$ cat src/rtl/slice_packer.sv
// slice_packer: packs SLICE_W-bit slices into a DATA_W-bit word, ascending (+:) or descending (-:)
// clk, rst            : clock, synchronous active-high reset
// s_valid/s_ready     : slice handshake; s_slice data, s_dir direction (first slice), s_last early close
// m_valid/m_ready     : word handshake; m_data packed word, m_count slices in the word
module slice_packer #(
    parameter int DATA_W  = 32,
    parameter int SLICE_W = 4,
    localparam int NUM_SL = DATA_W / SLICE_W,
    localparam int CNT_W  = $clog2(NUM_SL + 1)
) (
    input  logic               clk,
    input  logic               rst,
    input  logic               s_valid,
    output logic               s_ready,
    input  logic [SLICE_W-1:0] s_slice,
    input  logic               s_dir,
    input  logic               s_last,
    output logic               m_valid,
    input  logic               m_ready,
    output logic [DATA_W-1:0]  m_data,
    output logic [CNT_W-1:0]   m_count
);
    typedef enum logic [1:0] {EMPTY, FILL, PEND} state_t;
    state_t state, nxt;
    logic [DATA_W-1:0] acc, ins, merged, load_data;
    logic [CNT_W-1:0]  idx, load_cnt;
    logic              dir, cur_dir, take, done, out_free, load;
    int                pos;
    always_ff @(posedge clk) begin
        if (rst) state <= EMPTY;
        else     state <= nxt;
    end
    always_comb begin
        nxt = state;
        if (state == PEND) nxt = out_free ? EMPTY : PEND;
        else if (take)     nxt = done ? (out_free ? EMPTY : PEND) : FILL;
    end
    always_comb begin
        s_ready   = state != PEND;
        take      = s_valid && s_ready;
        out_free  = !m_valid || m_ready;
        cur_dir   = (idx == '0) ? s_dir : dir;
        pos       = cur_dir ? DATA_W - (int'(idx) + 1) * SLICE_W : int'(idx) * SLICE_W;
        ins       = DATA_W'(s_slice) << pos;
        merged    = acc | ins;
        done      = take && (s_last || idx == CNT_W'(NUM_SL - 1));
        // PEND keeps the finished word and its slice count in acc/idx
        load      = out_free && (done || state == PEND);
        load_data = (state == PEND) ? acc : merged;
        load_cnt  = (state == PEND) ? idx : idx + CNT_W'(1);
    end
    always_ff @(posedge clk) begin
        if (rst) begin
            m_valid <= 1'b0;
            m_data  <= '0;
            m_count <= '0;
            acc     <= '0;
            idx     <= '0;
            dir     <= 1'b0;
        end else begin
            if (load) begin
                m_valid <= 1'b1;
                m_data  <= load_data;
                m_count <= load_cnt;
            end else if (m_ready) begin
                m_valid <= 1'b0;
            end
            if (load) begin
                acc <= '0;
                idx <= '0;
            end else if (take) begin
                acc <= merged;
                idx <= idx + CNT_W'(1);
            end
            if (take && idx == '0) dir <= s_dir;
        end
    end
endmodule
$ cat config.mk
export PLATFORM = sky130hd
export DESIGN_NAME = slice_packer
export DESIGN_NICKNAME = d
export VERILOG_FILES = /design/src/rtl/slice_packer.sv
export SDC_FILE = /design/constraint.sdc
export NUM_CORES = 1
export LEC_CHECK = 0
export ABC_AREA = 1
export BUFFER_PORTS_ARGS = -buffer_cell sky130_fd_sc_hd__buf_4
export CAP_MARGIN = 15
export CORE_ASPECT_RATIO = 0.75
export CORE_MARGIN = 1.5
export CORE_UTILIZATION = 40
export DETAILED_ROUTE_END_ITERATION = 8
export PLACE_DENSITY = 0.57
export SYNTH_ARGS = -nofsm -noshare
export SYNTH_HDL_FRONTEND = slang
export SYNTH_SLANG_ARGS = --single-unit
$ cat constraint.sdc
create_clock -name clk -period 1.85 [get_ports clk]
set_clock_uncertainty 0.05 [all_clocks]
set_input_delay 0.2775 -clock clk [delete_from_list [all_inputs] [get_ports clk]]
set_output_delay 0.2775 -clock clk [all_outputs]
set_load 0.05 [all_outputs]
Word-level counts from Yosys, hierarchy flattened
Cells that the tools add are included.

operators by class
  $add $sub $neg = 3
  bitwise operators = 1
  eq/ne operators = 3
  shifts and indexed selects = 1
  multiply operators = 0
  divide/modulo/power cells = 0
  multiplexer cells = 10
  magnitude comparators = 0
  reductions and logical operators = 12

operators by type and width
  kind                 number
  $mux 32              2
  $or 32x32->32        1
  $shl 4x32->32        1
  $mux 2               4
  $sub 6x7->8 const A  1
  $add 4x1->5 const B  1
  $add 4x1->4 const B  1
  $eq 4x3->1 const B   1
  $logic_and 1x1->1    4
  $logic_not 4->1      1
  $mux 4               1
  $reduce_bool 2->1    2
  $logic_or 1x1->1     3
  $mux 1               3
  $eq 2x2->1 const B   1
  $ne 2x2->1 const B   1
  $reduce_or 2->1      1
  $logic_not 1->1      1

word-level totals
  memory bits (read-only) = 0
  output and inout bits = 38
  memory bits (writable) = 0
  latch bits = 0
  bits in registers = 76
  input bits = 10
  memories = 0
  word-level logic and storage cells = 37

Depth between registers and ports, before layout
Gate-level depths: netlist of run 1.

  word-level depth = 6
  depth in mapped cells = 13
  gate-level depth less buffers = 12

Worst setup path after synthesis of run 1
OpenSTA, ideal clock, no wires.

  kind = register -> register
  start point = register idx[0]
  end point = register m_data[22]
  path buffers = 2
  setup time = 70 ps
  cell stages (with the launch flop) = 14
  clock period less this slack = 2,029 ps
  arrival = 1,909 ps
  required time = 1,730 ps
  slack = -179 ps
  cell sequence = dfxtp_1 buf_4 inv_2 ha_1 nor2_2 nand2_1 clkinv_1 nand2_1 nand3_1 o21ai_1 nor2_1 buf_4 nand3_1 a21oi_1

on the way
  cells in the longest elaborated chain, start to end = 6
  elaborated cells between the ends (all ways) = 13
  those cells by class = add/sub (2); eq/ne (1); shift (1); mux (3); bitwise (1); reduce/logical (5)

ends and longest elaborated chain
  what                                                   line    source
  from (decl)                                            26      logic [CNT_W-1:0] idx, load_cnt;
  from (signal assigned)                                 73      idx <= idx + CNT_W'(1);
  $add 4x1->5 / $logic_not 4->1 (equally long branches)  43, 42
  $sub 6x7->8 / $mux 1 (equally long branches)           43, 42
  $mux 32                                                43      pos = cur_dir ? DATA_W - (int'(idx) + 1) * SLICE_W : int'(idx) * SLICE_W;
  $shl 4x32->32                                          44      ins = DATA_W'(s_slice) << pos;
  $or 32x32->32                                          45      merged = acc | ins;
  $mux 32                                                49      load_data = (state == PEND) ? acc : merged;
  to (signal assigned)                                   63      m_data <= load_data;
  to (decl)                                              20      output logic [DATA_W-1:0] m_data,

Several ways; a longest one is shown, not always the timed one.
A chain may end at the register's enable or synchronous reset.

Worst setup path in the final report of run 1
  start point = register idx[1]
  end point = register acc[21]

on the way
  cells in the longest elaborated chain, start to end = 6
  elaborated cells between the ends (all ways) = 13
  those cells by class = add/sub (2); eq/ne (1); shift (1); mux (2); bitwise (1); reduce/logical (6)

ends and longest elaborated chain
  what                                                                 line  source
  parallel branches: the longest is 6 deep, another holds $sub 6x7->8  n/a
  to (signal assigned)                                                 72    acc <= merged;
  to (decl)                                                            25    logic [DATA_W-1:0] acc, ins, merged, load_data;

Parallel ways; which one is timed is not known.

==> results of run 1 <==
## cell type report
cell class,instances,area [sq um],area share
clock buffers,13,270,0.0522
clock inverters,3,43.8,0.00846
inverters,48,199,0.0384
multi-input cells,307,2070,0.399
flip-flops and latches,76,1530,0.296
well taps,105,131,0.0254
repair buffers,99,935,0.180
## cells in the final DEF (no fill, tap or decap), types with 9 or more instances in the layout
master,instances
nand3_4,11
nor2_4,17
nand3_1,50
a21oi_2,20
buf_6,9
o21ai_0,33
dfxtp_1,73
nand2_2,11
nor2_1,42
nand2_1,18
buf_4,79
a21oi_1,51
inv_1,39
nand3_2,18
clkbuf_16,11
## metrics by stage
stage | power, uW | setup TNS, ps | hold WS [ps] | utilization | setup slack, ps
after CTS | 4930 | -863 | 73.9 | 0.595 | -50.5
after floorplan | 2530 | -1210 | 297 | - | -77.0
after global routing | 5260 | -10230 | 78.1 | 0.643 | -211
after detailed placement | 2860 | -6970 | 390 | 0.510 | -206
after global placement | 2860 | -5610 | 387 | 0.510 | -207
final | 5080 | -4380 | 84.2 | 0.643 | -131
## power breakdown
| group | internal, uW | switching [uW] | total, uW | leakage [uW] |
|---|---|---|---|---|
| Clock | 1160 | 690 | 1850 | 0.000156 |
| Sequential | 1730 | 55.0 | 1780 | 0.000622 |
| Combinational | 548 | 906 | 1450 | 0.00121 |
| Total | 3430 | 1650 | 5080 | 0.00199 |
## worst max-delay path by stage
| stage | end | depth (start not counted) |
|---|---|---|
| 6_report | acc[21] | 13 |
| 3_5_place_dp | m_data[15] | 11 |
| 4_1_cts | m_data[20] | 13 |
| 3_3_place_gp | m_data[15] | 11 |
| 2_1_floorplan | m_data[22] | 12 |
| 5_1_grt | acc[21] | 13 |
## metal layers
metal,up-vias,global-route usage,wire (um)
met1,1679,0.328,5090
met2,91,0.360,5240
met5,-,0,0
li1,1703,-,-
met3,13,0.0526,532
met4,0,0.0779,176
## repair_timing
| action | CTS | global route |
|---|---|---|
| pin swaps | 22 | 36 |
| resized for setup | 56 | 70 |
| setup buffers | 7 | 3 |
| cloned | 2 | 3 |
| setup endpoints to repair | 71 | 71 |
| endpoints found under the hold margin | 0 | 0 |
## cell families after synthesis
family,synth area share
flip-flops,0.446
XOR/XNOR,0.00257
AND/OR/NAND/NOR,0.257
adder cells (fa/ha/maj),0.0110
AO/OA/AOI/OAI,0.182
buffers and inverters,0.101
## state kept, by name, summed over array words and instances, names as in the netlist
name,flops
acc,32
dir,1
idx,4
m_count,4
m_data,32
m_valid,1
state,2
## synth_stat cells (all sizes together)
cell | instances | area share
a31oi | 3 | 0.0055
a21oi | 71 | 0.10
a211oi | 3 | 0.0066
nand4 | 3 | 0.0055
xor2 | 1 | 0.0026
inv | 46 | 0.053
nor2 | 64 | 0.090
nand3 | 79 | 0.12
clkbuf | 16 | 0.018
nor3 | 1 | 0.0015
clkinv | 2 | 0.0022
buf | 15 | 0.028
ha | 3 | 0.011
nand2 | 37 | 0.043
o21ai | 42 | 0.066
dfxtp | 76 | 0.45
==> impl_metrics.json, run 1 <==
{
  "reg2reg_depth": 13,
  "cts_buffer_depth": 2,
  "grt_overflow_total": 0,
  "grt_pass1_vias": 3156,
  "htreeDepth": 3,
  "violations": "setup timing",
  "dpl.cell_count": 620,
  "drt_iter0_drc": 238,
  "fin_crit_ps": 1980,
  "grt_max_degree": 37,
  "synth_cell_type_count": 30,
  "root_buffer": "clkbuf_16",
  "setup_slack_ps": -131,
  "die_area_sq_um": 9090,
  "layout.cells.non_filler": 651,
  "start_kind": "register",
  "grt_usage": 0.236,
  "via_per_inst": 5.35,
  "fp.dieH_um": 82.9,
  "vdd_ir_drop_max_v": 0.000631,
  "cellPowerDensity_nw_per_um2": 981,
  "final_nets": 554,
  "cp_slowest_cell": "dfxtp_4",
  "syn_area_sq_um": 3410,
  "p_leak_uw": 0.00199,
  "path_cells": "inv_2, ha_4, nor2_4, nand2_2, clkinv_2, nand2_2, nand3_4, o21ai_4, nor2_4, buf_12, buf_16, nand3_4, a21oi_2",
  "drcViolationCount": 0,
  "firstDrtPassIters": 5,
  "required_ps": 2080,
  "start_util": 0.423,
  "routedWlPerCell_um": 17.0,
  "ys_seq_area_frac": 0.446,
  "cp_max_fo": 6,
  "cts_sinks": 76,
  "via_count": 3486,
  "numCtsBuffers": 9,
  "post-route-period-util": 1.07,
  "io_pins": 48,
  "io_buffers": 47,
  "post-dp-hpwl_um": 6430,
  "drive_above_1_share": 0.410,
  "status": "finished, violations left",
  "avgSynthCellArea_sq_um": 7.38,
  "min_to": "m_count[3]",
  "drv_slew": 0,
  "clkLatencyLatePin_ps": 340,
  "syn-num-nets": 475,
  "min_from": "rst",
  "worstSetupStartpoint": "idx[1]",
  "fmax_mhz": 505,
  "synthToLayoutAreaGrowth_pct": 51.9,
  "grt_pass1_wl_um": 16400,
  "rsz0062_at_grt": "true",
  "final_area_sq_um": 5180,
  "ff2ff_setup_slack_ps": -130,
  "hold_buffers": 0,
  "antenna_found_initial": 0,
  "wl_um": 11000,
  "clk_pin_slew_ps": 60,
  "fp.dieW_um": 110,
  "core_area_sq_um": 8060,
  "fillers": 707,
  "whs_path_depth": 2,
  "cts_tree": "yes",
  "antenna_left": 0,
  "synth_cells": 462,
  "ys_warn_count": 0,
  "worst_slew_pin_slew_ps": 413,
  "max_stage_delay_ps": 380,
  "diodes": 0,
  "cp-end-kind": "register",
  "cp_top_family": "simple AND/OR/NAND/NOR gates",
  "drv_cap": 0,
  "path_class": "register to register",
  "rows": 28,
  "reg2reg_from": "idx[1]",
  "holdCritPathClass": "input pin to register",
  "r2r_end": "acc[21]",
  "gp_congestion": 0.874,
  "worst-path-buf-inv": 4,
  "ys_ff_latch": 76,
  "hold_violations": 0,
  "placed_cell_area_sq_um": 4110,
  "arrival_ps": 2210,
  "setup_viol": 64,
  "maxSlewHeadroom": 0.725
}
(Power assumes the default switching activity.)
==> run 2, diff against run 1 <==
Settings changed: PLACE_DENSITY 0.57 to unset, SLEW_MARGIN set to 5.
==> run 2 against run 1 <==
  * The flow still finishes with violations (setup timing)
  * Highest routed layer unchanged
  * Worst setup slack improved by 36 ps
  * Count of clock-buffer cells in the layout decreased by 1
  * Die area unchanged
  * Global-route usage decreased by 0.69 points
  * Critical endpoint is now m_data[5]
  * First-iteration DRC count increased by 8.8%
  * Clock power decreased by 3%
  * Final area decreased by 6.9%
  * Cell count decreased by 1.4%
  * Hold slack improved by 10 ps
  * Flip-flop and latch count unchanged
==> impl_metrics.json, run 2 (synthesis results as in run 1) <==
{
  "root_buffer": "clkbuf_16",
  "clkLatencyLatePin_ps": 340,
  "most-common-layout-cells": "dfxtp_1, buf_4, nand3_1",
  "top_regs": "acc: 32 flops, m_data: 32 flops",
  "htreeDepth": 3,
  "rsz0062_at_grt": "true",
  "final_area_sq_um": 4820,
  "crit_top_cell": "a21oi_1",
  "vdd_ir_drop_max_v": 0.000662,
  "via_count": 3502,
  "io_buffers": 47,
  "core_area_sq_um": 8060,
  "violations": "setup timing",
  "gp_congestion": 0.902,
  "hold_violations": 0,
  "antenna_found_initial": 0,
  "placed_cell_area_sq_um": 4110,
  "antenna_left": 0,
  "start_kind": "register",
  "cts_sinks": 76,
  "arrival_ps": 2160,
  "cp_top_family": "simple AND/OR/NAND/NOR gates",
  "grt_max_degree": 39,
  "maxSlewHeadroom": 0.670,
  "place_ws_ps": -132,
  "synthToLayoutAreaGrowth_pct": 41.5,
  "via_per_inst": 5.45,
  "drcViolationCount": 0,
  "grt_overflow_total": 0,
  "drv_slew": 0,
  "grt_usage": 0.230,
  "final.setup.tns_ps": -3140,
  "worst-path-buf-inv": 3,
  "cp_max_fo": 16,
  "cts_tree": "yes",
  "drt_iter0_drc": 259,
  "rows": 28,
  "die_area_sq_um": 9090,
  "post-dp-hpwl_um": 6310,
  "wl_um": 11200,
  "worst_slew_pin_slew_ps": 492,
  "grt_pass1_vias": 3049,
  "cp-end-kind": "register",
  "grt_pass1_wl_um": 16000,
  "cts_buffer_depth": 2,
  "start_util": 0.423,
  "p_leak_uw": 0.00192,
  "final_nets": 545,
  "holdCritPathClass": "input pin to register",
  "fin_util": 0.598,
  "routedWlPerCell_um": 17.4,
  "fin_crit_ps": 1950,
  "max_stage_delay_ps": 400,
  "io_pins": 48,
  "diodes": 0,
  "setup_viol": 64,
  "required_ps": 2070,
  "fp.dieH_um": 82.9,
  "status": "finished, violations left",
  "total_power_uw": 4890,
  "drv_cap": 0,
  "drive_above_1_share": 0.324,
  "path_class": "register to register",
  "clk_pin_slew_ps": 60,
  "setup_slack_ps": -95.0,
  "cp_slowest_cell": "dfxtp_4",
  "path_cells": "inv_6, ha_4, nand4_1, nand2_4, buf_4, nor2_1, a21oi_1, nor2_4, clkbuf_16, nand3_1, a21oi_1",
  "hold_buffers": 0,
  "fmax_mhz": 514,
  "post-route-period-util": 1.05,
  "firstDrtPassIters": 5,
  "fp.dieW_um": 110,
  "cellPowerDensity_nw_per_um2": 1010,
  "numCtsBuffers": 9
}
run 2: changes by cell type in the layout (fill, tap and decap cells not counted), moves of 5 or more:
cell and change:
nand2_1 +10, buf_6 -5, buf_4 -6, nand2_2 -5
nand3_2 -10, nand3_1 +21, nand3_4 -11
run 2: through the flow:
| step | std cells | hold WS [ps] |
|---|---|---|
| finish | 642 | 94.4 |
| global route | 642 | 84.8 |
| CTS | 631 | 81.4 |
| detailed placement | 615 | 390 |
| global placement | 615 | 387 |
| floorplan | 462 | 297 |
run 2: final timing paths:
check,slack [ps],end,startpoint,depth (start not counted)
setup / recovery,-100,m_data[5],idx[0],11
hold / removal,90,state[1],rst,2
hold reg to reg,400,acc[2],acc[2],2
setup reg to reg,-100,m_data[5],idx[0],11
run 2: where the power goes:
part	switching (uW)	total (uW)	internal (uW)
Clock	677	1790	1110
Combinational	830	1310	481
Sequential	59.0	1790	1730
Total	1570	4890	3320
run 2: worst register-to-register path, cell delays in order (launching register included):
cell	delay (ps)
dfxtp_4	400
inv_6	40
ha_4	150
nand4_1	160
nand2_4	130
buf_4	170
nor2_1	90
a21oi_1	80
nor2_4	180
clkbuf_16	210
nand3_1	90
a21oi_1	140
run 2: layer usage:
metal / track usage / up-vias / share of wire
met5: 0 / - / 0
met4: 0.0649 / 0 / 0.018
met3: 0.0706 / 21 / 0.084
met2: 0.330 / 165 / 0.45
met1: 0.328 / 1632 / 0.45
li1: - / 1684 / -
run 2: repair_timing:
| item | in CTS | in global routing |
|---|---|---|
| buffers inserted | 0 | 4 |
| cloned | 0 | 7 |
| endpoints found under the hold margin | 0 | 0 |
| setup endpoints to repair | 67 | 71 |
| pin swaps | 2 | 7 |
| resized for setup | 21 | 35 |
run 2: area by class of cell:
cell class	count	area (sq um)
timing repair buffer	90	878
sequential	76	1530
clock buffer	12	256
clock inverter	4	47.5
multi-input combinational	307	1780
inverter	48	200
tap	105	131
fill	746	3240
==> run 3, diff against run 2 <==
Settings changed: RECOVER_POWER set to 100.
==> run 3 against run 2 <==
  * Die area is the same
  * Power shrank 1.1%
  * Sequential power is essentially flat
  * Via count shrank 1.0%
  * Sequential share of layout area grew 0.94 points
  * Clock power is essentially flat
  * First-iteration DRC count grew 8.5%
  * Final area shrank 2.9%
  * Maximum frequency is essentially flat
  * Routed wire length shrank 0.44%
  * Core utilization shrank 1.7 points
  * The run still ends with setup timing left
  * Combinational power shrank 4%
  * Largest cell class unchanged
==> impl_metrics.json, run 3 (synthesis results as in run 1) <==
{
  "start_kind": "register",
  "wl_um": 11100,
  "cts_buffer_depth": 2,
  "core_area_sq_um": 8060,
  "setup_slack_ps": -96.8,
  "setup_viol": 64,
  "total_power_uw": 4830,
  "drive_above_1_share": 0.255,
  "path_class": "register to register",
  "drcViolationCount": 0,
  "die_area_sq_um": 9090,
  "finalHoldWorstSlack_ps": 94.2,
  "drv_cap": 0,
  "numCtsBuffers": 9,
  "gp_congestion": 0.902,
  "cp-end-kind": "register",
  "diodes": 0,
  "required_ps": 2030,
  "most-common-layout-cells": "dfxtp_1, nand3_1, a21oi_1",
  "p_leak_uw": 0.00176,
  "io_buffers": 47,
  "fillers": 774,
  "fin_util": 0.581,
  "clk_pin_slew_ps": 60,
  "violations": "setup timing",
  "fp.dieW_um": 110,
  "cellPowerDensity_nw_per_um2": 1030,
  "via_count": 3466,
  "mostFrequentLayoutCell": "dfxtp_1",
  "pwr-share-seq": 0.369,
  "grt_pass1_wl_um": 16000,
  "firstDrtPassIters": 5,
  "fin_crit_ps": 1950,
  "grt_pass1_vias": 3049,
  "hold_violations": 0,
  "antenna_left": 0,
  "start_util": 0.423,
  "post-dp-hpwl_um": 6310,
  "dpl.cell_count": 615,
  "drv_slew": 0,
  "p_clk_frac": 0.370,
  "power_switching_uw": 1560,
  "fmax_mhz": 514,
  "regArea_sq_um": 1530,
  "worst_slew_pin_slew_ps": 610,
  "cts_sinks": 76,
  "grt_max_degree": 39,
  "layout.cells.non_filler": 642,
  "combinationalPowerShare": 0.261,
  "drt_iter0_drc": 281,
  "rsz0062_at_grt": "true",
  "swShare": 0.323,
  "antenna_found_initial": 0,
  "power.internal_uw": 3270,
  "post-route-period-util": 1.05,
  "top_regs": "acc: 32 flops, m_data: 32 flops",
  "via_per_inst": 5.40,
  "grt_usage": 0.230,
  "io_pins": 48,
  "rows": 28,
  "final_nets": 545,
  "vdd_ir_drop_max_v": 0.000658,
  "arrival_ps": 2120,
  "htreeDepth": 3,
  "grt_overflow_total": 0,
  "cp_max_fo": 16,
  "synthToLayoutAreaGrowth_pct": 37.4,
  "clkLatencyLatePin_ps": 340,
  "fp.dieH_um": 82.9,
  "root_buffer": "clkbuf_16",
  "cts_tree": "yes",
  "multi_input_area_sq_um": 1780,
  "routedWlPerCell_um": 17.3,
  "holdCritPathClass": "input pin to register",
  "status": "finished, violations left",
  "maxSlewHeadroom": 0.595,
  "place_ws_ps": -132
}
==> run 3: changes by cell type in the layout (fill, tap and decap cells not counted) <==
cell      change
clkbuf_1     +37
buf_4        -37
==> run 3: metrics by stage <==
| step | TNS, ps | instance area, sq um |
|---|---|---|
| detailed placement | -4700 | 4110 |
| floorplan | -1210 | 3460 |
| global route | -10080 | 4680 |
| global placement | -3230 | 4110 |
| CTS | -208 | 4500 |
| finish | -3430 | 4680 |
==> run 3: power by group through the flow <==
| stage | clock network (uW) | logic [uW] | registers, uW |
|---|---|---|---|
| finish | 1790 | 1260 | 1780 |
| global route | 1880 | 1340 | 1790 |
| CTS | 1810 | 1100 | 1780 |
| detailed placement | 0 | 1060 | 1820 |
| global placement | 0 | 1060 | 1820 |
| floorplan | 0 | 522 | 2000 |
==> run 3: what timing repair did <==
item	in CTS	in global routing
cloned	0	7
resized for setup	21	35
setup endpoints to repair	67	71
pin swaps	2	7
hold buffers	0	0
setup buffers	0	4
==> run 3: critical path: stages, from the launching register on <==
cell       delay (ps)
dfxtp_4           360
inv_2              70
ha_4              130
nand4_1           170
nand2_4           200
buf_4             150
nor2_1             40
a21oi_1           230
nor2_4             90
clkbuf_16         190
nand3_1           100
a21oi_1            70
==> run 3: final timing paths <==
check        endpoint  slack (ps)   start  depth (start not counted)
max            acc[6]        -100  idx[1]                         11
min          state[1]          90     rst                          2
min reg2reg    acc[2]         400  acc[2]                          2
max reg2reg    acc[6]        -100  idx[1]                         11
==> run 3: per-layer routing <==
| metal | vias to the layer above | routed length (um) | GRT usage |
|---|---|---|---|
| met3 | 24 | 930 | 0.0706 |
| li1 | 1682 | - | - |
| met1 | 1611 | 4990 | 0.328 |
| met2 | 149 | 4980 | 0.330 |
| met4 | 0 | 209 | 0.0649 |
| met5 | - | 0 | 0 |
==> run 3: area by class of cell <==
cell class / count / share of cell area
inverters: 48 / 0.0427
clock buffers: 12 / 0.0548
flip-flops and latches: 76 / 0.327
multi-input cells: 307 / 0.380
clock inverters: 4 / 0.0102
repair buffers: 90 / 0.158
well taps: 105 / 0.0281
